<file path="src/rtl/telem_pkg.sv">
// Shared constants and types for the telemetry word scheduler.
package telem_pkg;

  localparam int TELEM_WORD_W          = 16;
  localparam int TELEM_WORDS_PER_FRAME = 128;

  typedef logic [TELEM_WORD_W-1:0] telem_word_t;

  localparam telem_word_t TELEM_SYNC_WORD = 16'hEB90;
  localparam telem_word_t TELEM_FILL_WORD = 16'hA5A5;

endpackage

</file>
<file path="src/rtl/telem_rr_arb.sv">
// Combinational round-robin picker: returns the first set request bit
// found when searching upward from ptr+1 and wrapping back to ptr.
module telem_rr_arb
  import telem_pkg::*;
#(
  parameter int NREQ = 2,
  parameter int PW   = (NREQ > 1) ? $clog2(NREQ) : 1
) (
  input  logic [NREQ-1:0] req,
  input  logic [PW-1:0]   ptr,
  output logic [NREQ-1:0] pick,
  output logic            any
);

  // Two passes: indices above the pointer first, then the wrapped-around part.
  always_comb begin
    pick = '0;
    any  = 1'b0;
    for (int k = 0; k < NREQ; k++) begin
      if (!any && req[k] && (k > int'(ptr))) begin
        pick[k] = 1'b1;
        any     = 1'b1;
      end
    end
    for (int k = 0; k < NREQ; k++) begin
      if (!any && req[k] && (k <= int'(ptr))) begin
        pick[k] = 1'b1;
        any     = 1'b1;
      end
    end
  end

endmodule

</file>
<file path="src/rtl/telem_word_sched.sv">
// Telemetry word scheduler and NRZ serializer. Each frame starts with a
// sync word; data slots go to requesters by round-robin with a burst limit,
// unclaimed slots carry the fill word.
// Optional macro TELEM_FRAME_CNT_EN: slot 1 of every frame carries the
// frame counter instead of requester data.
module telem_word_sched
  import telem_pkg::*;
#(
  parameter int          NREQ            = 2,
  parameter int          MAX_BURST       = 8,
  parameter telem_word_t SYNC_WORD       = TELEM_SYNC_WORD,
  parameter telem_word_t FILL_WORD       = TELEM_FILL_WORD,
  parameter int          WORDS_PER_FRAME = TELEM_WORDS_PER_FRAME
) (
  input  logic                         clk_i,
  input  logic                         rst_n_i,
  input  logic                         bitce_i,
  input  logic                         wordce_i,
  input  logic                         syncce_i,
  input  logic [NREQ-1:0]              req_valid_i,
  input  logic [TELEM_WORD_W*NREQ-1:0] req_data_i,
  output logic [NREQ-1:0]              req_ready_o,
  output logic                         sdat_o,
  output logic                         locked_o,
  output logic [NREQ-1:0]              grant_o,
  output logic                         fill_o,
  output logic [6:0]                   word_idx_o,
  output logic [15:0]                  frame_cnt_o,
  output logic                         sync_err_o
);

  localparam int         PW          = (NREQ > 1) ? $clog2(NREQ) : 1;
  localparam int         BW          = $clog2(MAX_BURST + 1);
  localparam logic [6:0] LAST_IDX    = 7'(WORDS_PER_FRAME - 1);
  localparam logic [0:0] ST_UNLOCKED = 1'b0;
  localparam logic [0:0] ST_LOCKED   = 1'b1;

  logic [0:0]      state;
  telem_word_t     sr;
  logic [NREQ-1:0] owner;
  logic [BW-1:0]   burst;
  logic [PW-1:0]   rr_ptr;
  logic [NREQ-1:0] grant_q;
  logic            fill_q;
  logic [6:0]      word_idx_q;
  logic [15:0]     frame_cnt_q;
  logic            sync_err_q;

  logic            slot_ev;
  logic            fc_slot;
  logic            cont;
  logic            arb_any;
  logic [NREQ-1:0] arb_pick;
  logic [NREQ-1:0] sel;
  logic [PW-1:0]   pick_idx;
  telem_word_t     sel_word;
  logic [6:0]      next_idx;

  // A data slot is a bit-qualified word strobe without sync while locked.
  assign slot_ev  = (state == ST_LOCKED) && bitce_i && wordce_i && !syncce_i;
  assign next_idx = (word_idx_q == LAST_IDX) ? 7'd0 : word_idx_q + 7'd1;

`ifdef TELEM_FRAME_CNT_EN
  assign fc_slot = (next_idx == 7'd1);
`else
  assign fc_slot = 1'b0;
`endif

  assign cont = (|(owner & req_valid_i)) && (burst < BW'(MAX_BURST));

  telem_rr_arb #(
    .NREQ (NREQ),
    .PW   (PW)
  ) u_arb (
    .req  (req_valid_i),
    .ptr  (rr_ptr),
    .pick (arb_pick),
    .any  (arb_any)
  );

  // Slot winner: continuing owner, else round-robin pick, else nobody (fill).
  always_comb begin
    sel      = '0;
    sel_word = FILL_WORD;
    pick_idx = '0;
    if (!fc_slot) begin
      if (cont) begin
        sel = owner;
      end else if (arb_any) begin
        sel = arb_pick;
      end
    end
    for (int k = 0; k < NREQ; k++) begin
      if (sel[k]) begin
        sel_word = req_data_i[k*TELEM_WORD_W +: TELEM_WORD_W];
      end
      if (arb_pick[k]) begin
        pick_idx = PW'(k);
      end
    end
  end

  assign req_ready_o = slot_ev ? sel : '0;

  assign sdat_o      = sr[TELEM_WORD_W-1];
  assign locked_o    = (state == ST_LOCKED);
  assign grant_o     = grant_q;
  assign fill_o      = fill_q;
  assign word_idx_o  = word_idx_q;
  assign frame_cnt_o = frame_cnt_q;
  assign sync_err_o  = sync_err_q;

  // Framing, slot ownership and shift register, all advanced only on bit strobes.
  always_ff @(posedge clk_i) begin
    if (!rst_n_i) begin
      state       <= ST_UNLOCKED;
      sr          <= '0;
      owner       <= '0;
      burst       <= '0;
      rr_ptr      <= '0;
      grant_q     <= '0;
      fill_q      <= 1'b0;
      word_idx_q  <= '0;
      frame_cnt_q <= '0;
      sync_err_q  <= 1'b0;
    end else if (bitce_i) begin
      if (syncce_i) begin
        sr         <= SYNC_WORD;
        grant_q    <= '0;
        fill_q     <= 1'b0;
        word_idx_q <= '0;
        if (state == ST_UNLOCKED) begin
          state       <= ST_LOCKED;
          frame_cnt_q <= '0;
        end else begin
          frame_cnt_q <= frame_cnt_q + 16'd1;
          if (word_idx_q != LAST_IDX) begin
            sync_err_q <= 1'b1;
          end
        end
      end else if (wordce_i) begin
        if (state == ST_LOCKED) begin
          word_idx_q <= next_idx;
          grant_q    <= sel;
          if (word_idx_q == LAST_IDX) begin
            sync_err_q <= 1'b1;
          end
          if (fc_slot) begin
            sr     <= frame_cnt_q;
            fill_q <= 1'b0;
          end else begin
            sr     <= sel_word;
            fill_q <= ~|sel;
            if (cont) begin
              burst <= burst + BW'(1);
            end else if (arb_any) begin
              owner  <= arb_pick;
              burst  <= BW'(1);
              rr_ptr <= pick_idx;
            end else begin
              owner <= '0;
            end
          end
        end
      end else begin
        sr <= {sr[TELEM_WORD_W-2:0], 1'b0};
      end
    end
  end

endmodule

</file>
<file path="config.mk">
export PLATFORM = sky130hd
export DESIGN_NAME = telem_word_sched
export DESIGN_NICKNAME = d
export VERILOG_FILES = /design/src/rtl/telem_pkg.sv /design/src/rtl/telem_rr_arb.sv /design/src/rtl/telem_word_sched.sv
export SDC_FILE = /design/constraint.sdc
export NUM_CORES = 1
export LEC_CHECK = 0
export BUFFER_PORTS_ARGS = -buffer_cell sky130_fd_sc_hd__clkbuf_2
export CAP_MARGIN = 0
export CORE_MARGIN = 1
export CORE_UTILIZATION = 45
export DETAILED_ROUTE_END_ITERATION = 10
export PLACE_DENSITY = 0.7
export SLEW_MARGIN = 10
export SYNTH_ARGS = -nofsm -noshare
export SYNTH_HDL_FRONTEND = slang
export SYNTH_HIERARCHICAL = 1
export SYNTH_SLANG_ARGS = --single-unit
</file>
<file path="constraint.sdc">
create_clock -name clk_i -period 4.6 [get_ports clk_i]
set_clock_uncertainty 0.05 [all_clocks]
set_input_delay 1.15 -clock clk_i [delete_from_list [all_inputs] [get_ports clk_i]]
set_output_delay 1.15 -clock clk_i [all_outputs]
set_load 0.01 [all_outputs]
</file>
==> reports/metrics.yaml <==
run_status:
  status: "completed"
yosys:
  async_flop_share_pct: 0
  synth_seq_area_share_pct: 39.3
  synth_ff_type: "dfxtp_1"
  synth-seq-cells: 51
  synth-xor-area-share_pct: 5.06
  synth_compound_area_share_pct: 26.6
  synth_cell_type_count: 52
  netlist_top_cells_area: "dfxtp_1 (39%), a21oi_1 (5.0%), o21ai_0 (5.0%)"
  yosysWarnings: 6
  synth-simple-area-share_pct: 23.5
  yosysTopAreaCell: "dfxtp_1"
  syn_nets: 354
  synthCells: 312
  synth_top_family_by_area: "compound AO/OA/AOI/OAI gates"
  yosys.area_share.adder_pct: 1.45
  syn_avg_cell_area_um2: 8.32
  synth_mux_area_share_pct: 0.386
  synth.top_cell.area_share_pct: 39.3
  netlist_area_mm2: 0.00259
  synth_edf_count: 0
cells_and_area:
  n_antenna_cell: 0
  fin_nets: 415
  drive_gt1_share_pct: 21.7
  fillers: 551
  area_delta_synth_final_pct: 18.6
  seqCellArea_mm2: 0.00102
  multiInputGateArea_mm2: 0.00148
hold_path:
  min-delay-start: "grant_o[1]"
  hold_path_depth: 2
  whs_endpoint: "grant_o[1]"
  hp-class: "reg -> reg"
power:
  ir_drop_uv: 143
  power_frac_seq_pct: 55.1
  clockPowerShare_pct: 33.3
  switching_share_pct: 25.0
  combPwrFrac_pct: 11.6
  p_sw_mw: 0.210
  p_per_area_mw_per_mm2: 273
  p_int_mw: 0.630
  p_leak_nw: 1.22
sta:
  finalSetupViolCount: 0
  rsz0062_at_grt: "no"
  final_hold_viol_count: 0
  worst_pin_slew_ps: 983
  fin_crit_ps: 3680
  maxSlewHeadroom_pct: 34.0
  fin_setup_tns_ps: 0
  timing.hold.ws_ps: 433
  fmax_ghz: 0.271
  slew_viol_final: 0
  fin_crit_sh_pct: 80.1
floorplanning:
  die_y_um: 77.9
  fp.coreArea_mm2: 0.00554
  die_area_mm2: 0.00607
  rows: 27
  die_x_um: 77.9
  io_pins: 70
  floorplan.initialDensity_pct: 46.8
worst_setup_path:
  end_kind: "output pin"
  crit_fanout: 22
  rrSetupSlack_ps: 2670
  cp.arrival_ps: 2480
  timing.rr.start: "frame_cnt_o[5]"
  required_ps: 3400
  start_kind: "primary input"
  r2r_end: "frame_cnt_o[13]"
  worstRegToRegCells: 4
  crit_type: "in -> out"
detailed_routing:
  first_pass_iters: 4
  first_iter_violations: 148
  vias_per_cell: 5.75
  num_vias: 2566
  drcViolationCount: 0
  totalWireLength_um: 6400
  wl_per_cell_um: 14.4
  ant_nets: 0
clock_network:
  cts_setup_buffers: 0
  cts_tree: "yes"
  cts_made_buffers: 5
  clockRootBuffer: "clkbuf_8"
  htree_levels: 2
  cts_hold_buf: 0
  clockBufferDepth: 2
  clkTransAtPathRegs_ps: 90
  cts-resized-gates: 0
  clock_sinks: 51
  worstSkewPairLatency_ps: 300
placed_design:
  portBuffers: 69
  place_congestion: 0.817
  dp.final_hpwl_um: 4630
global_routing:
  antenna_found_initial: 0
  grt_usage_pct: 21.3
  grt_pass1_wl_um: 10400
  grt_pass1_vias: 2234
  gr-total-overflow: 0
  grt_start_max_net_pins: 35
job:
  cap_violations: 0
[cell usage after synthesis, types with 2 or more instances]
cell / n
a21boi_0: 6
a21boi_1: 2
a21o_1: 2
a21oi_1: 26
a221oi_1: 7
a22o_1: 5
a22oi_1: 2
and2_1: 4
and3_1: 6
and3b_1: 2
and4_1: 3
buf_2: 3
clkbuf_1: 14
dfxtp_1: 51
ha_1: 3
inv_1: 6
nand2_1: 18
nand2b_1: 7
nand3_1: 14
nand4_1: 5
nor2_1: 20
nor2b_1: 4
nor3_1: 7
nor4_1: 7
o211ai_1: 5
o21a_1: 4
o21ai_0: 26
o221ai_1: 4
o22ai_1: 5
o31a_1: 4
or3_1: 6
xnor2_1: 11
xor2_1: 4
[flip-flops by register name, indices dropped and copies added (netlist names)]
register / count
owner: 2
grant_o: 2
sync_err_o: 1
fill_o: 1
frame_cnt_o: 16
sr: 16
locked_o: 1
burst: 4
word_idx_o: 7
rr_ptr: 1
[worst max path at each step]
stage	startpoint	endpoint	slack (ps)
final	wordce_i	req_ready_o[1]	920
after global routing	wordce_i	req_ready_o[1]	770
after CTS	wordce_i	req_ready_o[1]	960
after detailed placement	wordce_i	req_ready_o[1]	960
after global placement	wordce_i	req_ready_o[1]	990
after floorplan	req_valid_i[1]	req_ready_o[1]	1190
[final cells by class]
cell class / instances / area share [%]
clock buffers: 8 / 3.25
inverters: 7 / 0.854
multi-input cells: 237 / 48.1
flip-flops and latches: 51 / 33.2
well taps: 72 / 2.93
repair buffers: 71 / 11.7
[critical path, cell delays in order]
cell and delay (ps):
clkbuf_2 360, and4b_1 590, nand2_1 170, inv_1 80
clkbuf_2 120
[metrics by stage]
| stage | util (%) | area, µm² | worst slack (ps) | instances | power (mW) |
|---|---|---|---|---|---|
| floorplan | - | 2590 | 1190 | 312 | 0.532 |
| global placement | 53.7 | 2980 | 993 | 438 | 0.570 |
| detailed placement | 53.7 | 2980 | 958 | 438 | 0.570 |
| CTS | 55.6 | 3080 | 964 | 446 | 0.844 |
| global route | 55.6 | 3080 | 769 | 446 | 0.873 |
| finish | 55.6 | 3080 | 916 | 446 | 0.840 |
[placed cells by master (no fill, tap or decap), types with 11 or more instances in the layout]
| cell type | instances |
|---|---|
| a21oi_1 | 26 |
| clkbuf_2 | 69 |
| dfxtp_1 | 51 |
| nand2_1 | 18 |
| nand3_1 | 14 |
| nor2_1 | 20 |
| o21ai_0 | 26 |
| xnor2_1 | 11 |
[power by group through the flow]
stage | Sequential [mW] | Combinational (mW) | Clock [mW]
floorplan | 0.471 | 0.0613 | 0
global placement | 0.473 | 0.0964 | 0
detailed placement | 0.473 | 0.0970 | 0
CTS | 0.463 | 0.0974 | 0.284
global route | 0.465 | 0.108 | 0.300
finish | 0.463 | 0.0975 | 0.280
[cell families (layout without fill, tap and decap cells)]
family / Yosys count / count (layout)
compound gates: 106 / 106
xor+xnor: 15 / 15
fa+ha+maj: 3 / 3
buf+inv: 24 / 86
flops: 51 / 51
mux: 1 / 1
simple gates: 112 / 112
[per-layer routing]
metal	share of wire, %	up-vias	global-route usage, %
met3	5.5	6	4.35
met1	48	1191	28.7
met4	0.66	0	5.37
met2	46	78	34.8
met5	0	-	0
li1	-	1291	-
(Power assumes the default switching activity.)
